`src/rtl/rgb_dispense_ctrl.sv`:
```
// -----------------------------------------------------------------------------
// rgb_dispense_ctrl
//
// Initiator side of the RGB dispense-timer handshake. A start request latches
// the three per-channel cycle counts and pulses trigger once. The block then
// follows the timer's level-held flags through the R, G and B phases, and it
// enables the matching motor while each phase is running. A per-phase watchdog
// traps a timer that never answers, and unexpected flag patterns trap a timer
// that breaks the protocol. Both cases latch a sticky error.
//
// Optional feature macro: ABORT_EN
//   When it is defined, the block has an abort input and a timer_rst_n output.
//   An abort in any non-IDLE state returns the block to IDLE. It also pulses
//   timer_rst_n low for one cycle so that the timer is resynchronised.
//   When it is undefined, only reset can leave ERR.
//
// Parameters
//   CW       width of each per-channel cycle count
//   TIMEOUT  max clk cycles in one RUN phase before error (must exceed 2^CW)
//
// Ports
//   clk          system clock
//   reset        asynchronous, active-low reset
//   start        request pulse, sampled only in IDLE
//   req_r/g/b    requested per-channel cycle counts
//   flags_in     timer flags {R,G,B}, level-held by the timer
//   abort        (ABORT_EN) return to IDLE from any non-IDLE state
//   timer_rst_n  (ABORT_EN) one-cycle low pulse on abort, idles high
//   trigger      one-cycle pulse that starts the timer sequence
//   ciclos_R/G/B latched counts presented to the timer
//   motor_en     {R,G,B} motor enables, at most one bit high
//   busy         high in every state except IDLE
//   done         one-cycle pulse when a sequence completes
//   error        sticky fault indicator
// -----------------------------------------------------------------------------
module rgb_dispense_ctrl #(
    parameter int CW      = 5,
    parameter int TIMEOUT = 40
) (
    input  logic          clk,
    input  logic          reset,
    input  logic          start,
    input  logic [CW-1:0] req_r,
    input  logic [CW-1:0] req_g,
    input  logic [CW-1:0] req_b,
    input  logic [2:0]    flags_in,
`ifdef ABORT_EN
    input  logic          abort,
    output logic          timer_rst_n,
`endif
    output logic          trigger,
    output logic [CW-1:0] ciclos_R,
    output logic [CW-1:0] ciclos_G,
    output logic [CW-1:0] ciclos_B,
    output logic [2:0]    motor_en,
    output logic          busy,
    output logic          done,
    output logic          error
);

    localparam int WDW = $clog2(TIMEOUT + 1);

    typedef enum logic [2:0] {
        IDLE  = 3'd0,
        ARM   = 3'd1,
        RUN_R = 3'd2,
        RUN_G = 3'd3,
        RUN_B = 3'd4,
        FIN   = 3'd5,
        ERR   = 3'd6
    } state_t;

    state_t           r_state;
    state_t           w_state_nxt;
    logic [WDW-1:0]   r_wd;
    logic [WDW-1:0]   w_wd_nxt;
    logic [WDW-1:0]   w_wd_inc;
    logic             w_wd_expire;

    logic [CW-1:0]    r_ciclos_R;
    logic [CW-1:0]    r_ciclos_G;
    logic [CW-1:0]    r_ciclos_B;
    logic             r_trigger;
    logic [2:0]       r_motor_en;
    logic             r_busy;
    logic             r_done;
    logic             r_error;

    // Next values of the registered outputs. They are decoded from the next
    // state, so the outputs change in the same cycle that the state changes.
    logic             w_trigger_nxt;
    logic [2:0]       w_motor_nxt;
    logic             w_busy_nxt;
    logic             w_done_nxt;
    logic             w_error_nxt;

`ifdef ABORT_EN
    logic             w_abort_take;
    logic             r_timer_rst_n;
`endif

    function automatic logic f_is_run(input state_t s);
        return (s == RUN_R) || (s == RUN_G) || (s == RUN_B);
    endfunction

    assign w_wd_inc    = r_wd + WDW'(1);
    // The watchdog expires on the edge that closes the TIMEOUT-th RUN cycle.
    assign w_wd_expire = (w_wd_inc == WDW'(TIMEOUT));

    // ---------------------------------------------------------------- state reg
    always_ff @(posedge clk or negedge reset) begin
        if (!reset) begin
            r_state <= IDLE;
        end else begin
            r_state <= w_state_nxt;
        end
    end

    // ---------------------------------------------- next state / next outputs
    always_comb begin
        w_state_nxt   = r_state;
        w_wd_nxt      = r_wd;
        w_trigger_nxt = 1'b0;
        w_motor_nxt   = 3'b000;
        w_busy_nxt    = 1'b0;
        w_done_nxt    = 1'b0;
        w_error_nxt   = 1'b0;
`ifdef ABORT_EN
        w_abort_take  = 1'b0;
`endif

        // The exit flag is tested before the watchdog, so the exit wins when
        // both happen in the same cycle.
        case (r_state)
            IDLE: begin
                if (start) w_state_nxt = ARM;
            end
            ARM: begin
                w_state_nxt = RUN_R;
            end
            RUN_R: begin
                if (flags_in == 3'b100)      w_state_nxt = RUN_G;
                else if (flags_in != 3'b000) w_state_nxt = ERR;
                else if (w_wd_expire)        w_state_nxt = ERR;
            end
            RUN_G: begin
                // The R flag can still be held from the previous phase.
                if (flags_in == 3'b010)                              w_state_nxt = RUN_B;
                else if (flags_in != 3'b000 && flags_in != 3'b100)   w_state_nxt = ERR;
                else if (w_wd_expire)                                w_state_nxt = ERR;
            end
            RUN_B: begin
                if (flags_in == 3'b001)                              w_state_nxt = FIN;
                else if (flags_in != 3'b000 && flags_in != 3'b010)   w_state_nxt = ERR;
                else if (w_wd_expire)                                w_state_nxt = ERR;
            end
            FIN: begin
                w_state_nxt = IDLE;
            end
            ERR: begin
                w_state_nxt = ERR;
            end
            default: begin
                w_state_nxt = IDLE;
            end
        endcase

`ifdef ABORT_EN
        // Abort overrides start, flags and watchdog. It has no effect in IDLE.
        if (abort && r_state != IDLE) begin
            w_state_nxt  = IDLE;
            w_abort_take = 1'b1;
        end
`endif

        // The watchdog restarts on entry to each RUN phase and counts while
        // the block stays in that phase.
        if (f_is_run(w_state_nxt) && w_state_nxt != r_state) begin
            w_wd_nxt = '0;
        end else if (f_is_run(r_state)) begin
            w_wd_nxt = w_wd_inc;
        end

        w_trigger_nxt = (w_state_nxt == ARM);
        w_busy_nxt    = (w_state_nxt != IDLE);
        w_done_nxt    = (w_state_nxt == FIN);
        w_error_nxt   = (w_state_nxt == ERR);

        // A zero count keeps its motor off, but the phase still waits for
        // its flag.
        case (w_state_nxt)
            RUN_R:   w_motor_nxt = (r_ciclos_R != '0) ? 3'b100 : 3'b000;
            RUN_G:   w_motor_nxt = (r_ciclos_G != '0) ? 3'b010 : 3'b000;
            RUN_B:   w_motor_nxt = (r_ciclos_B != '0) ? 3'b001 : 3'b000;
            default: w_motor_nxt = 3'b000;
        endcase
    end

    // ---------------------------------------------------------- output regs
    always_ff @(posedge clk or negedge reset) begin
        if (!reset) begin
            r_wd       <= '0;
            r_ciclos_R <= '0;
            r_ciclos_G <= '0;
            r_ciclos_B <= '0;
            r_trigger  <= 1'b0;
            r_motor_en <= 3'b000;
            r_busy     <= 1'b0;
            r_done     <= 1'b0;
            r_error    <= 1'b0;
        end else begin
            r_wd       <= w_wd_nxt;
            r_trigger  <= w_trigger_nxt;
            r_motor_en <= w_motor_nxt;
            r_busy     <= w_busy_nxt;
            r_done     <= w_done_nxt;
            r_error    <= w_error_nxt;
            // Counts are captured only when a request is accepted. A start
            // while busy leaves them untouched.
            if (r_state == IDLE && start) begin
                r_ciclos_R <= req_r;
                r_ciclos_G <= req_g;
                r_ciclos_B <= req_b;
            end
        end
    end

`ifdef ABORT_EN
    always_ff @(posedge clk or negedge reset) begin
        if (!reset) begin
            r_timer_rst_n <= 1'b1;
        end else begin
            r_timer_rst_n <= ~w_abort_take;
        end
    end

    assign timer_rst_n = r_timer_rst_n;
`endif

    assign trigger  = r_trigger;
    assign ciclos_R = r_ciclos_R;
    assign ciclos_G = r_ciclos_G;
    assign ciclos_B = r_ciclos_B;
    assign motor_en = r_motor_en;
    assign busy     = r_busy;
    assign done     = r_done;
    assign error    = r_error;

endmodule

```
`config.mk`:
```
export PLATFORM = sky130hd
export DESIGN_NAME = rgb_dispense_ctrl
export DESIGN_NICKNAME = d
export VERILOG_FILES = /design/src/rtl/rgb_dispense_ctrl.sv
export SDC_FILE = /design/constraint.sdc
export NUM_CORES = 1
export LEC_CHECK = 0
export BUFFER_PORTS_ARGS = -buffer_cell sky130_fd_sc_hd__buf_4
export CAP_MARGIN = 15
export CORE_ASPECT_RATIO = 1.5
export CORE_UTILIZATION = 50
export DETAILED_ROUTE_END_ITERATION = 12
export GPL_TIMING_DRIVEN = 0
export PLACE_DENSITY_LB_ADDON = 0.3
export SYNTH_ARGS = -nofsm -noshare
export SYNTH_HDL_FRONTEND = slang
export SYNTH_SLANG_ARGS = --single-unit
```
`constraint.sdc`:
```
create_clock -name clk -period 3.17 [get_ports clk]
set_clock_uncertainty 0.05 [all_clocks]
set_input_delay 0.317 -clock clk [delete_from_list [all_inputs] [get_ports clk]]
set_output_delay 0.317 -clock clk [all_outputs]
set_load 0.03 [all_outputs]
```
==> impl_metrics.py <==
metrics = {
    "run_status": {
        "run_status": "complete, no violations",
    },
    "global_route": {
        "grt_use_total_pct": 23.6,
        "final_global_route_overflow_total": 0,
        "largest_net_degree_at_the_start_of_global_routing": 32,
        "first_global_vias": 1279,
        "number_of_antenna_violations_at_the_first_check_in_global_routing": 0,
        "grt_first_pass_wirelength_um": 5490,
    },
    "power_and_ir_drop": {
        "power.internal_uw": 1190,
        "cellPowerDensity_nw_per_um2": 1000,
        "power.clock.fraction_pct": 19.7,
        "power.switching_fraction_pct": 40.2,
        "irDropWorstVdd_uv": 786,
        "seq_power_share_pct": 34.9,
        "power.net_switching_uw": 802,
        "p_leak_uw": 0.000922,
        "p_comb_share_pct": 45.4,
    },
    "sta": {
        "hold_viol": 0,
        "setup-violations-final": 0,
        "final.setup.tns_ps": 0,
        "rsz_0062_raised_after_global_routing": "no",
        "worst_slew_margin_relative_to_its_limit_pct": 55.0,
        "hold_ws_ps": 216,
        "timing.final.max_slew_violations": 0,
        "tightestPinTransition_ps": 672,
        "final_cycle_share_pct": 71.9,
        "clock.fmax_mhz": 439,
        "period_minus_slack_ps": 2280,
    },
    "floorplanning": {
        "start_util_pct": 52.1,
        "core-area_um2": 2910,
        "rows": 24,
        "die_width_um": 47.0,
        "io_pins": 43,
        "chipHeight_um": 69.5,
        "fp.dieArea_um2": 3270,
    },
    "worst_setup_path": {
        "setup.worst_path.end_class": "flip-flop",
        "worst_path_dominant_cell_family": "simple AND/OR/NAND/NOR gates",
        "cp-startpoint": "r_state[1]$_DFF_PN0_",
        "cp_cell_sequence": "or2_1 -> nor3b_2 -> nand2b_1 -> o22ai_1 -> a211oi_2 -> nor2_1",
        "worst-path-stages": 6,
        "setup.worst_path.end": "r_wd[0]$_DFFE_PN0P_",
        "cp_data_arrival_time_ps": 2380,
        "worst_path_largest_cell_delay_ps": 590,
        "maximum_fanout_along_the_worst_path": 9,
        "startpoint_kind_of_the_worst_setup_timing_path": "flip-flop",
        "crit_buf_inv": 0,
        "worstReg2RegStart": "r_state[1]$_DFF_PN0_",
        "cpMaxStageDelayCell": "sky130_fd_sc_hd__nor3b_2",
        "critPathKind": "reg2reg",
        "number_of_cells_on_the_worst_reg_to_reg_path": 6,
        "reg2reg_setup_slack_ps": 890,
        "r2r-end": "r_wd[0]$_DFFE_PN0P_",
        "critical_path_required_ps": 3270,
    },
    "route": {
        "wire_per_inst_um": 14.3,
        "drc": 0,
        "vias_per_cell": 5.48,
        "first_iter_violations": 29,
        "postRouteAntennaNets": 0,
        "detail_route.first_pass.iterations": 4,
        "routed-via-count": 1267,
        "wl_um": 3310,
    },
    "min_path": {
        "hold_class": "in2reg",
    },
    "clocking": {
        "clock_sink_count": 31,
        "cts_made_buffers": 5,
        "clock-root-buffer": "sky130_fd_sc_hd__clkbuf_8",
        "clk_pin_slew_ps": 60,
        "clock_path_buffers": 2,
        "tritoncts": "built",
        "clk_latency_ps": 280,
        "cts_max_level": 2,
        "post_cts_resized": 0,
    },
    "cells_and_area": {
        "area_delta_synth_final_pct": 31.4,
        "multi_input_comb_area_um2": 688,
        "antenna-diode-count": 0,
        "fillerInstances": 245,
        "seqCellArea_um2": 776,
        "layout.nets": 213,
        "drive_above_1_share_pct": 38.5,
    },
    "synth": {
        "ys_dominant_reg_cell": "sky130_fd_sc_hd__dfrtp_1",
        "number_of_synthesized_register_bits": 31,
        "synth.top_cell.area_share_pct": 51.1,
        "synth_warnings": 0,
        "postSynthAreaPerCell_um2": 10.6,
        "number_of_enable_type_register_cells_in_the_synthesized_netlist": 0,
        "postSynthNetCount": 165,
        "synth.distinct_cells": 42,
        "yosysSeqAreaShare_pct": 51.1,
        "mappedNetlistArea_um2": 1520,
        "number_of_standard_cells_after_synthesis": 143,
        "cell_type_contributing_the_most_total_cell_area_after_synthesis": "sky130_fd_sc_hd__dfrtp_1",
        "synth.area.top_cells": "sky130_fd_sc_hd__dfrtp_1 51%, sky130_fd_sc_hd__mux2_2 11%, sky130_fd_sc_hd__nor2_1 4.4%",
        "proportion_of_register_bits_with_asynchronous_set_or_reset_after_synthesis_pct": 100,
    },
    "placement": {
        "port_buffers": 40,
        "gp_congestion": 0.844,
        "dp_hpwl_um": 2460,
    },
    "flow_run": {
        "timing.max_cap.violations": 0,
    },
}
==> repair_timing <==
item / 4_1_cts / 5_1_grt
setup buffers: 0 / 0
hold buffers: 1 / 0
endpoints found under the hold margin: 31 / 0
==> logic make-up after synthesis <==
group,share of synthesized area [%]
AOI/OAI and AO/OA,10.5
xor gates and xnor gates,2.88
adders and majority gates,0.824
buffers and inverters,3.62
DFF,51.1
muxes,11.1
and+or+nand+nor,20.0
==> synth_stat cells (3+ instances only) <==
cell and count:
sky130_fd_sc_hd__buf_2 3, sky130_fd_sc_hd__xor2_1 3, sky130_fd_sc_hd__nor3_1 5, sky130_fd_sc_hd__nand3_1 4
sky130_fd_sc_hd__dfrtp_1 31, sky130_fd_sc_hd__a21oi_1 5, sky130_fd_sc_hd__or4_1 3, sky130_fd_sc_hd__o22ai_1 4
sky130_fd_sc_hd__inv_1 5, sky130_fd_sc_hd__mux2_2 15, sky130_fd_sc_hd__clkbuf_1 3, sky130_fd_sc_hd__nor2_1 18
sky130_fd_sc_hd__nand2_1 7
==> layer usage <==
| metal | wire length [um] | GRT usage (%) | up-vias |
|---|---|---|---|
| met5 | 0 | 0 | - |
| met4 | 72 | 10.2 | 0 |
| met1 | 1240 | 24.8 | 611 |
| met2 | 1850 | 41.4 | 41 |
| met3 | 140 | 5.99 | 9 |
| li1 | - | - | 606 |
==> registers in the layout (all words and copies together), names as in the netlist <==
| signal | count |
|---|---|
| busy | 1 |
| ciclos_B | 5 |
| ciclos_G | 5 |
| ciclos_R | 5 |
| done | 1 |
| error | 1 |
| motor_en | 3 |
| r_state | 3 |
| r_wd | 6 |
| trigger | 1 |
==> final cells by class <==
| class | instances | share of cell area [%] |
|---|---|---|
| Multi-Input combinational cell | 99 | 34.5 |
| Clock inverter | 2 | 1.76 |
| Tap cell | 39 | 2.45 |
| Inverter | 5 | 0.940 |
| Clock buffer | 6 | 4.14 |
| Timing Repair Buffer | 41 | 15.5 |
| Buffer | 8 | 1.82 |
| Sequential cell | 31 | 38.9 |
==> cells in the final DEF (no fill, tap or decap), types with 4 or more instances in the layout <==
cell type / n
sky130_fd_sc_hd__inv_1: 5
sky130_fd_sc_hd__o22ai_1: 4
sky130_fd_sc_hd__nor3_1: 5
sky130_fd_sc_hd__a21oi_1: 5
sky130_fd_sc_hd__buf_4: 40
sky130_fd_sc_hd__dfrtp_1: 31
sky130_fd_sc_hd__nand2_1: 7
sky130_fd_sc_hd__mux2_2: 15
sky130_fd_sc_hd__nor2_1: 18
sky130_fd_sc_hd__nand3_1: 4
sky130_fd_sc_hd__clkbuf_8: 6
==> worst register-to-register path: stages, from the launching register on <==
cell and delay, ps:
sky130_fd_sc_hd__dfrtp_1 410, sky130_fd_sc_hd__or2_1 250, sky130_fd_sc_hd__nor3b_2 590, sky130_fd_sc_hd__nand2b_1 210
sky130_fd_sc_hd__o22ai_1 120, sky130_fd_sc_hd__a211oi_2 400, sky130_fd_sc_hd__nor2_1 100
==> worst min path at each step <==
stage,startpoint,endpoint,slack (ps),cells after the start
final,req_r[1],ciclos_R[1]$_DFFE_PN0P_,220,2
after CTS,req_r[1],ciclos_R[1]$_DFFE_PN0P_,210,2
after floorplan,reset,busy$_DFF_PN0_,-30,0
after global routing,req_r[1],ciclos_R[1]$_DFFE_PN0P_,210,2
after global placement,reset,ciclos_G[2]$_DFFE_PN0P_,210,1
after detailed placement,reset,trigger$_DFF_PN0_,210,1
==> power groups by stage <==
stage	Clock [uW]	Combinational, uW	Sequential (uW)
floorplan	0	385	899
global placement	0	884	687
detailed placement	0	906	700
CTS	400	913	697
global route	417	984	717
finish	393	906	695
==> metrics by stage <==
step | setup WS (ps) | total power (uW) | utilization [%] | cells | area (um2)
finish | 892 | 2000 | 68.5 | 231 | 2000
global route | 724 | 2120 | 68.5 | 231 | 2000
CTS | 847 | 2010 | 68.5 | 231 | 2000
detailed placement | 861 | 1610 | 64.1 | 222 | 1870
global placement | 898 | 1570 | 64.1 | 222 | 1870
floorplan | 1290 | 1280 | - | 143 | 1520
Note: power is estimated with default switching activity, not from simulation.
